[config.mk]
export PLATFORM = sky130hd
export DESIGN_NAME = wb_inst_feeder
export DESIGN_NICKNAME = d
export VERILOG_FILES = /design/src/rtl/wb_inst_feeder.sv
export SDC_FILE = /design/constraint.sdc
export NUM_CORES = 1
export LEC_CHECK = 0
export ABC_AREA = 1
export BUFFER_PORTS_ARGS = -buffer_cell sky130_fd_sc_hd__buf_4
export CAP_MARGIN = 5
export CORE_UTILIZATION = 40
export CTS_BUF_LIST = sky130_fd_sc_hd__clkbuf_8
export DETAILED_ROUTE_END_ITERATION = 10
export PLACE_DENSITY = 0.69
export SYNTH_ARGS = -nofsm -noshare
export SYNTH_HDL_FRONTEND = slang
export SYNTH_SLANG_ARGS = --single-unit
[constraint.sdc]
create_clock -name i_clk -period 9.5 [get_ports i_clk]
set_clock_uncertainty 0.2 [all_clocks]
set_input_delay 0 -clock i_clk [delete_from_list [all_inputs] [get_ports i_clk]]
set_output_delay 0 -clock i_clk [all_outputs]
set_load 0.005 [all_outputs]
[src/rtl/wb_inst_feeder.sv]
// -----------------------------------------------------------------------------
// wb_inst_feeder
//
// Wishbone slave that feeds instruction words to a core from a small FIFO.
// A read pops one queued instruction and places it in the 32-bit lane chosen
// by adr[3:2]. The other lanes, and every lane on an empty-queue read, carry
// NOP_WORD. A write is reported on the o_wr_* side-band port and has no
// effect on the queue.
//
// Bus handshake: IDLE -> WAIT (ACK_LAT cycles) -> ACK -> IDLE.
// o_wb_ack and o_wb_err are registered and last exactly one cycle. If
// i_wb_cyc drops during WAIT, the transaction is abandoned silently.
//
// Optional feature: define WB_FEEDER_ERR_INJ_EN to add input i_err_req. When
// i_err_req is high at request acceptance, that request ends with o_wb_err
// instead of o_wb_ack and has no other effect.
//
// Ports
//   i_clk, i_rst           clock, synchronous active-high reset
//   i_push, i_push_inst    enqueue one instruction word
//   o_full, o_empty        queue full / empty
//   o_count                queue occupancy
//   i_wb_*                 Wishbone request (adr, sel, we, dat, cyc, stb)
//   o_wb_dat/ack/err       Wishbone response
//   o_wr_valid/adr/dat/sel one-cycle report of a bus write
//   o_fetch_valid/adr      one-cycle report of a bus read (fetched PC)
//   o_overflow             sticky: push dropped because the queue was full
//   o_underflow            sticky: read served while the queue was empty
// -----------------------------------------------------------------------------
module wb_inst_feeder #(
    parameter int          DATA_W   = 128,
    parameter int          DEPTH    = 8,
    parameter int          ACK_LAT  = 1,
    parameter logic [31:0] NOP_WORD = 32'hF0801003
) (
    input  logic                      i_clk,
    input  logic                      i_rst,
`ifdef WB_FEEDER_ERR_INJ_EN
    input  logic                      i_err_req,
`endif
    input  logic                      i_push,
    input  logic [31:0]               i_push_inst,
    output logic                      o_full,
    output logic                      o_empty,
    output logic [$clog2(DEPTH):0]    o_count,
    input  logic [31:0]               i_wb_adr,
    input  logic [DATA_W/8-1:0]       i_wb_sel,
    input  logic                      i_wb_we,
    input  logic [DATA_W-1:0]         i_wb_dat,
    input  logic                      i_wb_cyc,
    input  logic                      i_wb_stb,
    output logic [DATA_W-1:0]         o_wb_dat,
    output logic                      o_wb_ack,
    output logic                      o_wb_err,
    output logic                      o_wr_valid,
    output logic [31:0]               o_wr_adr,
    output logic [DATA_W-1:0]         o_wr_dat,
    output logic [DATA_W/8-1:0]       o_wr_sel,
    output logic                      o_fetch_valid,
    output logic [31:0]               o_fetch_adr,
    output logic                      o_overflow,
    output logic                      o_underflow
);

    localparam int AW    = $clog2(DEPTH);
    localparam int CW    = AW + 1;
    localparam int LANES = DATA_W / 32;
    localparam int SEL_W = DATA_W / 8;

    typedef enum logic [1:0] {ST_IDLE, ST_WAIT, ST_ACK} state_t;

    state_t               r_state, w_state_nxt;
    logic [2:0]           r_wait_cnt, w_wait_cnt_nxt;
    logic                 w_latch, w_enter_ack;

    // Request captured at acceptance
    logic [31:0]          r_adr;
    logic [SEL_W-1:0]     r_sel;
    logic                 r_we;
    logic [DATA_W-1:0]    r_dat;
    logic                 r_err;

    // Instruction queue
    logic [31:0]          r_mem [DEPTH];
    logic [AW-1:0]        r_rd_ptr, r_wr_ptr;
    logic [CW-1:0]        r_count;

    // Registered response / side-band outputs
    logic                 r_ack, r_err_out, r_wr_valid, r_fetch_valid;
    logic [DATA_W-1:0]    r_wb_dat, r_wr_dat;
    logic [31:0]          r_wr_adr, r_fetch_adr;
    logic [SEL_W-1:0]     r_wr_sel;
    logic                 r_overflow, r_underflow;

    logic                 w_err_in;
    logic                 w_from_idle;
    logic                 w_req_we, w_req_err;
    logic [31:0]          w_req_adr;
    logic [SEL_W-1:0]     w_req_sel;
    logic [DATA_W-1:0]    w_req_dat;
    logic                 w_full, w_empty, w_pop, w_push_ok;
    logic [31:0]          w_head;

    logic                 w_ack_nxt, w_err_nxt, w_wr_valid_nxt, w_fetch_valid_nxt;
    logic [DATA_W-1:0]    w_wb_dat_nxt, w_wr_dat_nxt;
    logic [31:0]          w_wr_adr_nxt, w_fetch_adr_nxt;
    logic [SEL_W-1:0]     w_wr_sel_nxt;

`ifdef WB_FEEDER_ERR_INJ_EN
    assign w_err_in = i_err_req;
`else
    assign w_err_in = 1'b0;
`endif

    // ---------------- FSM next state ----------------
    // NOTE: every signal written in this block gets a default first, so no
    // path through the case statement can leave one unassigned and infer a latch.
    always_comb begin
        w_state_nxt    = r_state;
        w_wait_cnt_nxt = r_wait_cnt;
        w_latch        = 1'b0;
        w_enter_ack    = 1'b0;
        case (r_state)
            ST_IDLE: begin
                if (i_wb_cyc && i_wb_stb) begin
                    w_latch = 1'b1;
                    if (ACK_LAT == 0) begin
                        w_state_nxt = ST_ACK;
                        w_enter_ack = 1'b1;
                    end else begin
                        w_state_nxt    = ST_WAIT;
                        w_wait_cnt_nxt = 3'(ACK_LAT - 1);
                    end
                end
            end
            ST_WAIT: begin
                if (!i_wb_cyc) begin
                    w_state_nxt = ST_IDLE;      // master gave up: no ack, no pop
                end else if (r_wait_cnt == 3'd0) begin
                    w_state_nxt = ST_ACK;
                    w_enter_ack = 1'b1;
                end else begin
                    w_wait_cnt_nxt = r_wait_cnt - 3'd1;
                end
            end
            ST_ACK:  w_state_nxt = ST_IDLE;     // never accepts in the ACK cycle
            default: w_state_nxt = ST_IDLE;
        endcase
    end

    // With ACK_LAT=0 the edge that accepts the request also enters ACK, so
    // the response is built from the live bus instead of the latched copy.
    assign w_from_idle = (r_state == ST_IDLE);
    assign w_req_we    = w_from_idle ? i_wb_we  : r_we;
    assign w_req_err   = w_from_idle ? w_err_in : r_err;
    assign w_req_adr   = w_from_idle ? i_wb_adr : r_adr;
    assign w_req_sel   = w_from_idle ? i_wb_sel : r_sel;
    assign w_req_dat   = w_from_idle ? i_wb_dat : r_dat;

    // ---------------- Queue control ----------------
    assign w_full    = (r_count == CW'(DEPTH));
    assign w_empty   = (r_count == '0);
    assign w_head    = w_empty ? NOP_WORD : r_mem[r_rd_ptr];
    assign w_pop     = w_enter_ack && !w_req_we && !w_req_err && !w_empty;
    // A pop in the same cycle frees the slot a push into a full queue needs.
    assign w_push_ok = i_push && (!w_full || w_pop);

    // ---------------- Response next values ----------------
    always_comb begin
        w_ack_nxt         = w_enter_ack && !w_req_err;
        w_err_nxt         = w_enter_ack &&  w_req_err;
        w_fetch_valid_nxt = w_enter_ack && !w_req_err && !w_req_we;
        w_wr_valid_nxt    = w_enter_ack && !w_req_err &&  w_req_we;
        w_wb_dat_nxt      = '0;
        w_fetch_adr_nxt   = '0;
        w_wr_adr_nxt      = '0;
        w_wr_dat_nxt      = '0;
        w_wr_sel_nxt      = '0;
        if (w_fetch_valid_nxt) begin
            w_fetch_adr_nxt = w_req_adr;
            for (int i = 0; i < LANES; i++) begin
                if (LANES == 1 || i == int'(w_req_adr[3:2]))
                    w_wb_dat_nxt[i*32 +: 32] = w_head;
                else
                    w_wb_dat_nxt[i*32 +: 32] = NOP_WORD;
            end
        end
        if (w_wr_valid_nxt) begin
            w_wr_adr_nxt = w_req_adr;
            w_wr_dat_nxt = w_req_dat;
            w_wr_sel_nxt = w_req_sel;
        end
    end

    // ---------------- State registers ----------------
    // NOTE: sequential state is assigned with <= so every register samples
    // the pre-edge values, independent of statement order.
    always_ff @(posedge i_clk) begin
        if (i_rst) begin
            r_state       <= ST_IDLE;
            r_wait_cnt    <= '0;
            r_adr         <= '0;
            r_sel         <= '0;
            r_we          <= 1'b0;
            r_dat         <= '0;
            r_err         <= 1'b0;
            r_rd_ptr      <= '0;
            r_wr_ptr      <= '0;
            r_count       <= '0;
            r_ack         <= 1'b0;
            r_err_out     <= 1'b0;
            r_wr_valid    <= 1'b0;
            r_fetch_valid <= 1'b0;
            r_wb_dat      <= '0;
            r_wr_adr      <= '0;
            r_wr_dat      <= '0;
            r_wr_sel      <= '0;
            r_fetch_adr   <= '0;
            r_overflow    <= 1'b0;
            r_underflow   <= 1'b0;
        end else begin
            r_state    <= w_state_nxt;
            r_wait_cnt <= w_wait_cnt_nxt;
            if (w_latch) begin
                r_adr <= i_wb_adr;
                r_sel <= i_wb_sel;
                r_we  <= i_wb_we;
                r_dat <= i_wb_dat;
                r_err <= w_err_in;
            end
            if (w_pop)     r_rd_ptr <= r_rd_ptr + 1'b1;
            if (w_push_ok) r_wr_ptr <= r_wr_ptr + 1'b1;
            r_count <= r_count + CW'(w_push_ok) - CW'(w_pop);

            r_ack         <= w_ack_nxt;
            r_err_out     <= w_err_nxt;
            r_wr_valid    <= w_wr_valid_nxt;
            r_fetch_valid <= w_fetch_valid_nxt;
            r_wb_dat      <= w_wb_dat_nxt;
            r_wr_adr      <= w_wr_adr_nxt;
            r_wr_dat      <= w_wr_dat_nxt;
            r_wr_sel      <= w_wr_sel_nxt;
            r_fetch_adr   <= w_fetch_adr_nxt;
            if (i_push && w_full && !w_pop)    r_overflow  <= 1'b1;
            if (w_fetch_valid_nxt && w_empty)  r_underflow <= 1'b1;
        end
    end

    // NOTE: the storage array is deliberately not reset; the pointers and
    // count define which entries are valid, so stale contents are never read.
    always_ff @(posedge i_clk) begin
        if (w_push_ok) r_mem[r_wr_ptr] <= i_push_inst;
    end

    assign o_full        = w_full;
    assign o_empty       = w_empty;
    assign o_count       = r_count;
    assign o_wb_dat      = r_wb_dat;
    assign o_wb_ack      = r_ack;
    assign o_wb_err      = r_err_out;
    assign o_wr_valid    = r_wr_valid;
    assign o_wr_adr      = r_wr_adr;
    assign o_wr_dat      = r_wr_dat;
    assign o_wr_sel      = r_wr_sel;
    assign o_fetch_valid = r_fetch_valid;
    assign o_fetch_adr   = r_fetch_adr;
    assign o_overflow    = r_overflow;
    assign o_underflow   = r_underflow;

endmodule

# After elaboration in Yosys (flattened, before gate mapping)
# Memories as Yosys holds them, arrays and structs flattened. A register that Yosys moved wholly into a read port is not among the register bits.
# Cells that the tools add are included.
[classes] reduce_logical=26 magnitude_cmp=0 n_mul=0 n_div=0 n_mux=26 n_addsub=5 n_shift=0 n_eq_ne=9 n_bitwise=6
[ops] op="32-bit two-way mux" count=6
[ops] op="128-bit two-way mux" count=1
[ops] op="16-bit two-way mux" count=1
[ops] op="3-bit two-way mux" count=5
[ops] op="3-bit OR reduction" count=4
[ops] op="1-bit logical AND" count=8
[ops] op="1-bit two-way mux" count=8
[ops] op="3-bit by 1-bit adder with 3-bit output, second input constant" count=2
[ops] op="2-bit two-way mux" count=3
[ops] op="1-bit inverter" count=6
[ops] op="3-bit case mux with 2 select lines" count=1
[ops] op="4-bit by 1-bit adder with 4-bit output" count=1
[ops] op="2-bit == test, first input constant" count=2
[ops] op="4-bit == test, second input constant" count=1
[ops] op="1-bit zero test" count=4
[ops] op="2-bit zero test" count=2
[ops] op="4-bit zero test" count=1
[ops] op="2-bit inequality test, second input constant" count=2
[ops] op="2-bit case mux with 2 select lines" count=1
[ops] op="4-bit AND reduction" count=1
[ops] op="2-bit OR reduction" count=2
[ops] op="4-bit by 1-bit subtractor with 4-bit output" count=1
[ops] op="3-bit zero test" count=1
[ops] op="3-bit inequality test, second input constant" count=1
[ops] op="other kinds (7)" count=7
[word_totals] elab_cells=96 latchBits=0 memories=1 reg_bits=533 rom_bits=0 mem_bits_rw=256 output_inout_bits=348 inputBits=214
[mem_list] memory="r_mem" depth=8 word_bits=32 read_ports=1 rd_ports_with_merged_regs=1 wr=1 line_no="84" text="logic [31:0] r_mem [DEPTH];"

# Logic depth before layout (Yosys ltp)
# Gate-level depths: netlist (run 1).
[logic_depth] depth_word=10 depth_mapped=14 depth_no_buf=14

# Least setup slack after synthesis (run 1)
# Ideal clock, no wire load.
[synth_path] path_kind="flip-flop to flip-flop" startpoint="register r_count[2] (netlist: o_count[2])" endpoint="memory r_mem[6][0] (enable)" period_less_slack_ps=4141 path_slack_ps=5359 n_path_buf=0 setup_ps=461 required_ps=8839 t_arrival_ps=3480 path_stages_with_launch=8 path_cell_list="dfxtp_1 -> inv_1 -> ha_1 -> nand2_1 -> nand3_1 -> nand2_1 -> nand2_1 -> nor3_1"
[synth_via] elab_chain_cells=7 elab_cells_between_ends=9 cone_classes="1 x eq/ne; 2 x mux; 6 x reduce/logical"
[synth_lines] item="start, declared" line_no="86" text="logic [CW-1:0] r_count;"
[synth_lines] item="start signal, assigned" line_no="233" text="r_count <= r_count + CW'(w_push_ok) - CW'(w_pop);"
[synth_lines] item="4-bit zero test" line_no="162" text="assign w_empty = (r_count == '0);"
[synth_lines] item="1-bit zero test" line_no="164" text="assign w_pop = w_enter_ack && !w_req_we && !w_req_err && !w_empty;"
[synth_lines] item="1-bit logical AND" line_no="164"
[synth_lines] item="1-bit logical OR *" line_no="166" text="assign w_push_ok = i_push && (!w_full || w_pop);"
[synth_lines] item="1-bit logical AND *" line_no="166"
[synth_lines] item="1-bit two-way mux *" line_no="252" text="if (w_push_ok) r_mem[r_wr_ptr] <= i_push_inst;"
[synth_lines] item="1-bit two-way mux (not written as such) *" line_no="252"
[synth_lines] item="end, declared" line_no="84"
# Mark *: on every way between the ends. The rest lies on a longest branch, timed or not.

# Final worst setup path (run 1)
[layout_path] startpoint="register r_state[0]" endpoint="register r_dat[38]"
[layout_via] elab_chain_cells=2
[layout_lines] item="start, declared" line_no="72" text="state_t r_state, w_state_nxt;"
[layout_lines] item="start signal, assigned" line_no="222" text="r_state <= w_state_nxt;"
[layout_lines] item="2-bit zero test" line_no="123" text="case (r_state)"
[layout_lines] item="1-bit two-way mux" line_no="123"
[layout_lines] item="end signal, assigned" line_no="228" text="r_dat <= i_wb_dat;"
[layout_lines] item="end, declared" line_no="80" text="logic [DATA_W-1:0] r_dat;"
# Every way passes these cells.
# A chain may end at the register's enable or synchronous reset.

==> results.txt, run 1 <==
The kind of capture point of the worst setup path is a flip-flop. The horizontal die dimension came out at 262.8 um. The worst hold path belongs to the class in -> reg. The synthesized net count came out at approximately 3000. The number of different library cells in the post-synthesis netlist came out at 28.

During I/O placement, the number of pins put on the boundary was 562. Entering global routing, the biggest net connects roughly 220 pins. The worst setup slack after placement came out at about 5400 ps.

The number of synthesized flops with an enable pin is 256. The netlist area before placement came out at about 27000 sq um. The flow ran to the end, and the final reports show no timing, DRC or antenna violations. The count of standard-cell rows is 95. The worst path meets setup with 5400 ps of slack. The starting DRC count in detailed routing is about 2100. The number of failing hold endpoints at the final stage came to 0. The worst register-to-register path begins at r_state[0]$_SDFFE_PP0P_.

For the final routed database, the setup TNS stands at 0 ps. Global routing finished with a remaining overflow of 0. Post-CTS timing repair inserted 0 buffers for setup. Setup violations remaining at the end of the flow were counted as 0. The total of warnings raised by yosys is 0. The worst-margin pin slew came out at approximately 1200 ps. The worst-path cell with the longest stage delay is sky130_fd_sc_hd__buf_4. The worst setup path is launched from a flip-flop.

The die covers just under 70000 sq um. The routed wirelength normalized by instance count came out at 18.20 um. The clock tree synthesis step divided the H-tree into 4 levels. The number of port buffers came out at 560.

The final net count is between 4000 and 5000. The most numerous cell type found on the critical path is sky130_fd_sc_hd__buf_4. The detailed-route vias per instance is around 5.0. The number of slew-limit violations in the final report is 0. The design draws 7.511 mW. The weighted congestion reported at the end of routability-driven placement is about 0.83. The maximum resistive drop on vdd is 0.1212 mV.

In this run the remaining antenna-violating nets after routing total 0. The TritonCTS clock tree is built. The number of detailed-routing iterations run before antenna repair is 5. Setup repair after global routing left no endpoint under its margin. The mean instance size in the synthesized netlist is 9.749 sq um. Yosys attributes the largest share of cell area to sky130_fd_sc_hd__dfxtp_1 (39%), sky130_fd_sc_hd__edfxtp_1 (28%), sky130_fd_sc_hd__nor2_1 (9.3%).

sky130_fd_sc_hd__nor2_1 is the most common cell in the netlist. Across all layers, the routed design uses about 24000 vias. The signed area change from the synthesized netlist to the final layout is 44.68%.

The number of non-filler instances in the completed layout came out at ~4800. The number of global-route vias before repair was ~23000. The endpoint identified for the worst register-to-register timing path is r_dat[38]$_SDFFE_PP0P_. The post-detailed-routing wire length came out at between 80000 and 90000 um. The worst pin sits at a relative slew slack of a little over a fifth.

The effective utilization at floorplan is 40.43%. The number of remaining DRC errors came out at 0. Of all cell types, the one taking the most synthesized area is sky130_fd_sc_hd__dfxtp_1.

The number of clock buffers inserted by TritonCTS came out at 132. From bottom edge to top edge, the die measures between 200 and 300 um. The maximum number of buffers from clock root to sink came out at 3. The critical path is of the reg -> reg type. The count of max-cap constraint violations came out at 0. Of all nets on the critical path, the largest fanout is between 100 and 150.

The first global-routing pass estimated 132100 um of wire. The worst hold path passes through 4 cells. Tracing the worst setup path back leads to its startpoint at r_state[0]$_SDFFE_PP0P_. The synthesized instance count is about 2800.

The share of the synthesized area in the top cell type came out at between 30% and 40%. The reg-to-reg setup timing slack is approximately 5400 ps. For the worst setup path, the data required time is approximately 10000 ps. For this run, the register share of the synthesized area comes to between 60% and 70%.

At the later pin of the worst-skew pair, clock insertion delay measures ~770 ps. The proportion of synthesized flip-flops having asynchronous set or reset came out at 0%. The final critical path takes up around 43% of the cycle. For this run, the total global-route usage over all layers was measured as about a quarter. The maximum operating frequency came out at roughly 240 MHz. The count of cells along the worst register-to-register path is 8. The synthesis-stage register bit count is about 790. The initial antenna violation count is 15. The largest incremental delay on the critical path came out at 890 ps. The core box area came out at around 67000 sq um.

The clock drives ~790 sinks. For this design the ratio of total power to cell area is around 190 nW/um^2. The worst path in the final design needs a cycle of just over 4000 ps, including I/O delays and setup. The tree is rooted in a sky130_fd_sc_hd__clkbuf_8. Among all flip-flop cells after synthesis, the most frequent one is sky130_fd_sc_hd__dfxtp_1.

The proportion of layout cells with a drive suffix above 1 is around 20%. The static power due to leakage came out at roughly 16 nW. Traced cell by cell, the critical path runs through nor2_4, buf_4, nand3_4, dlygate4sd3_1, buf_4, buf_4, o21ai_0, a21oi_1.

The placed cell count came out at between 4000 and 5000. The sum of net half-perimeters after detailed placement is about 49000 um. The share of the core filled with cells is approximately 58%. The arrival time of the worst setup path is between 4000 and 5000 ps. The clock-pin slew on the worst setup and hold paths is ~60 ps. The worst hold path begins at i_wb_adr[14]. By count the netlist is led by sky130_fd_sc_hd__nor2_1 (676), sky130_fd_sc_hd__dfxtp_1 (536), sky130_fd_sc_hd__o21ai_0 (307).

The worst hold path terminates at o_fetch_adr[14]$_SDFF_PP0_.
-- power breakdown --
group	switching [mW]	internal, mW
clock network	1.39	1.55
registers	0.0442	3.62
logic	0.558	0.339
-- metal layers --
metal / vias to the layer above / GRT usage, % / part of all wire, %
met5: - / 0 / 0.020
met4: 2 / 15.45 / 5.5
met3: 289 / 6.044 / 6.3
met2: 997 / 39.44 / 48
met1: 11390 / 29.63 / 41
li1: 11250 / - / -
-- cells in the final DEF, fill, tap and decap left out, types with 2 or more instances in the layout --
master and n:
sky130_fd_sc_hd__a21oi_1 247, sky130_fd_sc_hd__buf_4 579, sky130_fd_sc_hd__bufinv_16 3, sky130_fd_sc_hd__clkbuf_8 152, sky130_fd_sc_hd__clkinv_1 6, sky130_fd_sc_hd__clkinv_2 11, sky130_fd_sc_hd__clkinv_8 2, sky130_fd_sc_hd__clkinvlp_4 5
sky130_fd_sc_hd__dfxtp_1 534, sky130_fd_sc_hd__dfxtp_4 2, sky130_fd_sc_hd__diode_2 18, sky130_fd_sc_hd__dlygate4sd3_1 472, sky130_fd_sc_hd__edfxtp_1 256, sky130_fd_sc_hd__ha_1 10, sky130_fd_sc_hd__inv_1 210, sky130_fd_sc_hd__inv_2 5
sky130_fd_sc_hd__inv_6 4, sky130_fd_sc_hd__inv_8 3, sky130_fd_sc_hd__nand2_1 203, sky130_fd_sc_hd__nand2_2 4, sky130_fd_sc_hd__nand3_1 131, sky130_fd_sc_hd__nand3_2 2, sky130_fd_sc_hd__nand3_4 2, sky130_fd_sc_hd__nor2_1 672
sky130_fd_sc_hd__nor2_4 5, sky130_fd_sc_hd__nor3_1 2, sky130_fd_sc_hd__nor3_2 4, sky130_fd_sc_hd__o211ai_1 48, sky130_fd_sc_hd__o21ai_0 307, sky130_fd_sc_hd__o21ai_2 2, sky130_fd_sc_hd__or2_1 2
-- kinds of logic (layout without fill, tap and decap cells) --
family | after synthesis | in the layout | share of synthesized area (%)
simple gates | 1031 | 1031 | 15.05
buf+inv | 349 | 1454 | 5.060
fa+ha+maj | 11 | 11 | 0.5336
other cells | 1 | 19 | 0.01379
xor+xnor | 1 | 1 | 0.03220
flops | 792 | 792 | 67.71
compound gates | 605 | 605 | 11.61
-- state kept, by name, indices dropped and copies added (netlist names), 2 cells and up, named ones only --
name         cells
r_rd_ptr         3
r_dat          128
o_wb_dat       128
r_sel           16
r_adr           32
o_wr_adr        32
o_count          4
r_wait_cnt       3
r_wr_ptr         3
r_state          2
o_fetch_adr     32
o_wr_dat       128
o_wr_sel        16
r_mem          256
-- worst max-delay path, delay by kind of cell, from the launching register on --
| kind | cells | cell delay (ps) |
|---|---|---|
| flops | 1 | 420 |
| buf+inv | 4 | 2650 |
| compound gates | 2 | 490 |
| simple gates | 2 | 150 |
-- metrics by stage --
stage / hold slack, ps / cell area [sq um]
after floorplan: -101.1 / 27200
after global placement: 32.66 / 32000
after detailed placement: 33.65 / 32000
after CTS: 8.563 / 39310
after global routing: 28.91 / 39350
final: 90.16 / 39360
-- how the worst max path moves through the flow --
stage / depth (start not counted) / to / slack [ps]
CTS: 8 / r_mem[6][5]$_DFFE_PP_ / 5360
global route: 8 / r_mem[6][5]$_DFFE_PP_ / 5070
global placement: 8 / r_mem[4][15]$_DFFE_PP_ / 5550
detailed placement: 8 / r_mem[0][6]$_DFFE_PP_ / 5390
floorplan: 7 / r_mem[6][0]$_DFFE_PP_ / 5360
finish: 8 / r_dat[38]$_SDFFE_PP0P_ / 5400
-- final cells by class --
class                           instances  area, sq um
Antenna cell                           18        45.04
Clock buffer                          152         2092
Clock inverter                         84        493.0
Fill cell                            5305        27920
Inverter                              166        626.9
Multi-Input combinational cell       1649         7490
Sequential cell                       792        18430
Tap cell                              873         1092
Timing Repair Buffer                 1052         9091
-- what timing repair did --
action                                 CTS  global route
setup endpoints to repair                0             0
endpoints found under the hold margin  839             0
resized for setup                        0             0
hold buffers                           472             0
Power figures use the tool's default switching activity.
==> run 2: changes to the inputs <==
PLACE_DENSITY = 0.72   (was 0.69)
clock period = 3.4 ns   (was 9.5 ns; I/O delays follow)
==> results.txt, run 2 (synthesis results as in run 1) <==
The flow ran to the end, and the final reports show no timing, DRC or antenna violations. The detailed-route vias per instance came out at approximately 5.2. The maximum number of pins on one net before global-route repair came out at just over 200. The worst setup path is launched from a flip-flop. The power per cell area came out at between 500 and 600 nW/um^2. The count of buffers added on input and output ports is 560.

The worst setup path is of the reg -> reg kind. The maximum operating frequency is 307.3 MHz. The class of the tightest hold or removal check is in -> reg. The number of global-route vias before repair was between 20000 and 25000.

The via count of the routed design came out at between 20000 and 25000. At the end of the flow, the number of nets in the layout was just over 4000. The proportion of layout cells with a drive suffix above 1 came out at around a fifth. The number of clock buffers inserted by TritonCTS is roughly 130. The initial antenna violation count came to 19. The worst-case IR drop observed on VDD is about 0.38 mV. The TritonCTS clock tree is built. For this design the total switching power over the nets is approximately 5.6 mW. The part of the cycle the worst path needs is between 90 and 100%. The number of failing hold endpoints at the final stage came to 0. Across all setup checks in the final design, the least slack found is roughly 150 ps. The kind of capture point of the worst setup path is a flip-flop. The effective utilization at floorplan is approximately 40%. In the layout the commonest cells are sky130_fd_sc_hd__nor2_1 (672), sky130_fd_sc_hd__buf_4 (586), sky130_fd_sc_hd__dfxtp_1 (534), sky130_fd_sc_hd__dlygate4sd3_1 (483), sky130_fd_sc_hd__o21ai_0 (307). No sink is reached through more buffers than the 3 on the longest clock path.

The reg-to-reg setup timing slack came out at 150 ps. The cell sitting at the root of the clock tree is a sky130_fd_sc_hd__clkbuf_8. The worst-margin pin slew is ~1000 ps. Summed over all layers, the global routing overflow is 0. The die covers just under 70000 sq um. The clock sink count came out at about 790. r_mem holds more flip-flops than any other register. Setup repair after global routing left no endpoint under its margin. The horizontal die dimension is around 260 um. In this run the count of I/O pins placed on the die edge is around 560. Data on the critical path arrives at its endpoint at roughly 3800 ps. The number of slew-limit violations in the final report is 0. Once detailed placement completed, the half-perimeter wirelength came to approximately 50000 um. The clock-pin slew on the worst setup and hold paths came out at around 60 ps. The aggregate global-route resource usage is between 20% and 30%. The remaining antenna violation count after routing came out at 0. For the worst setup path, the data required time is just under 4000 ps. The static power due to leakage came out at 16.23 nW.

Across the run, the number of max-cap violations was 0. The number of non-filler instances in the completed layout is about 4800. The total internal power came out at roughly 15 mW. The clock network accounts for between 30% and 40% of the total power. The starting DRC count in detailed routing is between 2000 and 2500. After layout, the minimum clock period comes to 3254 ps.

The worst setup slack after placement is 369.7 ps. The wire length of the first global-routing pass is around 140000 um. The worst-case headroom to the max-slew limit is a little under a third.

The die outline height is roughly 260 um. Once the clock tree was built, the setup fixing pass inserted 0 buffers. The placed cell count is slightly above 4000.

The number of remaining DRC errors is 0. The weighted congestion reported at the end of routability-driven placement is 0.8350. The count of standard-cell rows is 95. The core box area came out at about 67000 sq um. The proportion of power drawn by flip-flops and latches came out at just under 50%. The largest driver fanout on the critical path is a little over 50.

The final-report setup violation count is 0. The signed area change from the synthesized netlist to the final layout is 45.39%. The proportion of total power due to net switching is approximately 27%. In the final routed layout, each cell accounts on average for around 19 um.

The design draws 20.79 mW. Leaving out fill and tap cells, the most frequent cell in the layout is sky130_fd_sc_hd__nor2_1. For the worst-skew pair, the clock arrives at the later sink with an insertion delay of 760 ps.

The H-tree level count came out at 4. The number of detailed-routing iterations run before antenna repair is 7. The register with the most flip-flops in the layout has 256 of them. Summed over all layers, the routed wires come to slightly above 90000 um. Combinational cells account for 12.5% of the total power.
[run 2: cell count changes in the layout (fill, tap and decap cells not counted), moves of 2 or more]
cell / delta
sky130_fd_sc_hd__buf_12: +8
sky130_fd_sc_hd__clkinv_2: +4
sky130_fd_sc_hd__clkbuf_8: -5
sky130_fd_sc_hd__bufinv_16: -2
sky130_fd_sc_hd__buf_4: +7
sky130_fd_sc_hd__inv_1: -5
sky130_fd_sc_hd__diode_2: -7
sky130_fd_sc_hd__dlygate4sd3_1: +11
[run 2: final timing paths]
kind / start / depth (start not counted) / to
worst max-delay path: r_state[1]$_SDFFE_PP0P_ / 9 / r_dat[73]$_SDFFE_PP0P_
worst min-delay path: i_wb_adr[14] / 4 / o_wr_adr[14]$_SDFF_PP0_
worst max register to register: r_state[1]$_SDFFE_PP0P_ / 9 / r_dat[73]$_SDFFE_PP0P_
worst min register to register: r_dat[115]$_SDFFE_PP0P_ / 2 / o_wr_dat[115]$_SDFF_PP0_
[run 2: cell type report]
type	count	area, sq um
sequential	792	18430
fill	5090	27730
clock buffer	147	2023
antenna	11	27.53
clock inverter	81	436.7
multi-input combinational	1649	7487
tap	873	1092
inverter	166	626.9
timing repair buffer	1079	9429
[run 2: per-layer routing]
layer / share of wire (%) / GRT usage [%]
met1: 38 / 29.82
met2: 47 / 41.90
met3: 8.5 / 8.677
met4: 6.4 / 16.17
met5: 0.10 / 0
[run 2: worst max-delay path, stage by stage, from the launching register on]
cell	delay [ps]
sky130_fd_sc_hd__dfxtp_1	350
sky130_fd_sc_hd__nor2_4	140
sky130_fd_sc_hd__buf_8	340
sky130_fd_sc_hd__nand3_4	190
sky130_fd_sc_hd__inv_2	310
sky130_fd_sc_hd__buf_4	260
sky130_fd_sc_hd__nand3_1	100
sky130_fd_sc_hd__dlygate4sd3_1	600
sky130_fd_sc_hd__o21ai_0	100
sky130_fd_sc_hd__dlygate4sd3_1	600
[run 2: stage by stage]
stage	area, sq um	hold WS [ps]	setup TNS (ps)	util (%)
finish	39550	40.74	0	58.78
global route	39540	17.01	0	58.78
CTS	39510	0.5126	0	58.73
detailed placement	32220	32.13	0	47.89
global placement	32220	32.36	0	47.89
floorplan	27200	-101.1	-94880	-
[run 2: power by group through the flow]
| stage | Clock [mW] | Combinational (mW) | Sequential, mW |
|---|---|---|---|
| after floorplan | 0 | 1.10 | 10.4 |
| after global placement | 0 | 2.03 | 10.4 |
| after detailed placement | 0 | 2.05 | 10.4 |
| after CTS | 7.99 | 2.50 | 10.2 |
| after global routing | 8.48 | 2.80 | 10.3 |
| final | 7.93 | 2.60 | 10.3 |
[run 2: timing repair]
item                       4_1_cts  5_1_grt
hold buffers                   483        0
setup endpoints to repair        0       10
gates resized for setup          0        3
hold endpoints to repair       941        0
==> run 3: changes to the inputs <==
ABC_CLOCK_PERIOD_IN_PS = 3200   (was not set)
PLACE_DENSITY = 0.69   (was 0.72)
clock period = 3.2 ns   (was 3.4 ns; I/O delays follow)
==> results.txt, run 3 (synthesis results as in run 1) <==
The run finished with clean final reports. Routability-driven placement finished with a final weighted congestion of just over 0.8. The sort of element at the start of the critical path is a primary input. Leaving out filler cells and counting taps, the final layout contains approximately 4800. The worst hold slack across all endpoints is 63.15 ps. Of the total power, combinational logic draws about an eighth. Buffers placed on the I/O ports in this run total between 500 and 600.

The relative contribution of the clock network to total power came out at ~39%. The largest incremental delay on the critical path came out at ~810 ps. The part of the cycle the worst path needs came out at 94.19%. The maximum operating frequency is 331.8 MHz. The signed area change from the synthesized netlist to the final layout is 45.63%. The required time reported for the critical path endpoint came out at 3570 ps. After detailed routing, the number of remaining DRC violations is 0. The most common library cell in the layout ignoring fill and taps is sky130_fd_sc_hd__nor2_1. The total internal power came out at about 16 mW. Including well taps, the total number of placed cells is roughly 4100. The final-report setup violation count came out at 0. The number of failing hold endpoints at the final stage came out at 0.

The initial antenna violation count came to 12. The number of slew-limit violations in the final report is 0. In this run, flip-flops and latches consume between 40% and 50% of the power. The shortest clock period the worst path allows after layout came out at about 3000 ps. After the first detailed-routing iteration, the DRC count stood at 1980. Among cell families on the critical path, the largest total delay comes from buffers and inverters.

The clock-pin slew on the worst setup and hold paths came out at around 60 ps. The post-detailed-routing wire length came out at 87120 um. The H-tree level count came out at 4. The sum of net half-perimeters after detailed placement came out at roughly 48000 um. The arrival time of the worst setup path came out at 3380 ps. The clock sink count is around 790. The worst-case headroom to the max-slew limit is between 20% and 30%. Clock latency on the worst-skew pair, taken at its later pin, is 770 ps.

In this run the deepest clock path goes through 3 buffers. The area enclosed by the die boundary is between 60000 and 70000 sq um. For this design the static power due to leakage is around 16 nW. In this run the worst hold path is classified as in -> reg. The largest driver fanout on the critical path came out at 62. The wire length of the first global-routing pass came out at approximately 130000 um. Using the TritonRoute via totals, the vias-per-cell ratio works out to between 5 and 6. The final net count came out at between 4000 and 5000.

The fill cell instance count of the final layout is ~5300. The largest register by flop count is r_mem. The boundary pin count is between 500 and 600. The core box area is between 60000 and 70000 sq um. For this design the total switching power over the nets is a little under 6 mW. The maximum resistive drop on vdd is roughly 0.40 mV.

Entering global routing, the biggest net connects slightly below 200 pins. The count of max-cap constraint violations is 0. In this run the power density over the cells is around 560 nW/um^2.

The number of global-route vias before repair came out at 23540. The floorplan step set the die width to roughly 260 um. In the layout the commonest cells are sky130_fd_sc_hd__nor2_1 (672), sky130_fd_sc_hd__buf_4 (582), sky130_fd_sc_hd__dfxtp_1 (534), sky130_fd_sc_hd__dlygate4sd3_1 (463), sky130_fd_sc_hd__o21ai_0 (307). Global routing used 24.23% of the available tracks. The remaining antenna violation count after routing came out at 0. The root buffer cell chosen for the clock tree is sky130_fd_sc_hd__clkbuf_8. For this design, the slowest cell found on the critical path is sky130_fd_sc_hd__dlygate4sd3_1. The count of buffering cells on the critical path with inverters included is 5.

Of the cells placed in the final design, the portion with a size suffix greater than 1 is 20.80%. The register with the most flip-flops in the layout has about 260 of them. Across the whole layout, storage elements account for approximately 18000 sq um. Net switching is around a quarter of the power.

By startpoint and endpoint, the worst setup path is classified as in -> reg. The die outline height came out at between 200 and 300 um. The worst setup path is captured at a flip-flop. The routed wirelength normalized by instance count is ~18 um. The count of standard-cell rows came out at between 90 and 100. The combined area of the multi-input logic cells came out at between 7000 and 8000 sq um. The worst-margin pin slew is roughly 1100 ps. The number of detailed-routing iterations run before antenna repair is 8. The most numerous cell type found on the critical path is sky130_fd_sc_hd__dlygate4sd3_1. TritonCTS built the clock tree.

The via count of the routed design is approximately 24000. The total grt overflow came out at 0. The number of clock buffers inserted by TritonCTS is about 130. For this configuration, the core starts out at a cell density of roughly 40%. The signal on the critical path passes through dlygate4sd3_1, buf_4, dlygate4sd3_1, nor3_4, dlygate4sd3_1, nand2_2, buf_4, nor2_1. Setup repair after global routing left no endpoint under its margin.
## run 3: cell type report
type                    instances  area share [%]
diodes                          8         0.05054
clock buffers                 153           5.316
clock inverters                86           1.263
inverters                     166           1.582
multi-input cells            1649           18.90
flip-flops and latches        792           46.51
well taps                     873           2.757
repair buffers               1062           23.62
## run 3: layer usage
layer / GRT usage, % / up-vias / share of wire (%)
met4: 14.56 / 12 / 5.7
li1: - / 11260 / -
met2: 39.54 / 1065 / 48
met1: 28.08 / 11300 / 39
met5: 0 / - / 0.088
met3: 7.253 / 365 / 7.5
## run 3: timing repair
action | in CTS | in global routing
setup endpoints to repair | 0 | 9
resized for setup | 0 | 1
setup buffers | 0 | 0
endpoints found under the hold margin | 1041 | 0
hold buffers | 463 | 0
## run 3: power by group through the flow
stage | logic (mW) | clock network (mW) | registers (mW)
CTS | 2.68 | 8.90 | 10.9
floorplan | 1.17 | 0 | 11.1
finish | 2.73 | 8.77 | 10.9
detailed placement | 2.22 | 0 | 11.1
global placement | 2.20 | 0 | 11.1
global route | 2.98 | 9.42 | 10.9
## run 3: worst reg2reg max path, delay by kind of cell, from the launching register on
kind                     cells  cell delay, ps
AND/OR/NAND/NOR              4             740
buffers and inverters        3            1330
flip-flops                   1             300
adder cells (fa/ha/maj)      1             200
## run 3: worst paths after layout
| kind | from | to | slack [ps] | cells after the start |
|---|---|---|---|---|
| max | i_rst | o_fetch_adr[27]$_SDFF_PP0_ | 190 | 8 |
| min | i_wb_adr[22] | o_fetch_adr[22]$_SDFF_PP0_ | 60 | 4 |
| max reg2reg | r_wait_cnt[0]$_SDFFE_PP0P_ | o_fetch_adr[27]$_SDFF_PP0_ | 270 | 8 |
| min reg2reg | r_dat[116]$_SDFFE_PP0P_ | o_wr_dat[116]$_SDFF_PP0_ | 230 | 2 |
## run 3: through the flow
step / total power [mW] / setup slack, ps / setup TNS (ps) / cell area (sq um) / utilization, %
finish: 22.37 / 185.9 / 0 / 39610 / 58.88
global route: 23.30 / 82.90 / 0 / 39610 / 58.87
CTS: 22.45 / 203.2 / 0 / 39560 / 58.80
detailed placement: 13.30 / 346.3 / 0 / 32320 / 48.04
global placement: 13.28 / 407.4 / 0 / 32320 / 48.04
floorplan: 12.24 / -941.2 / -125560 / 27210 / -
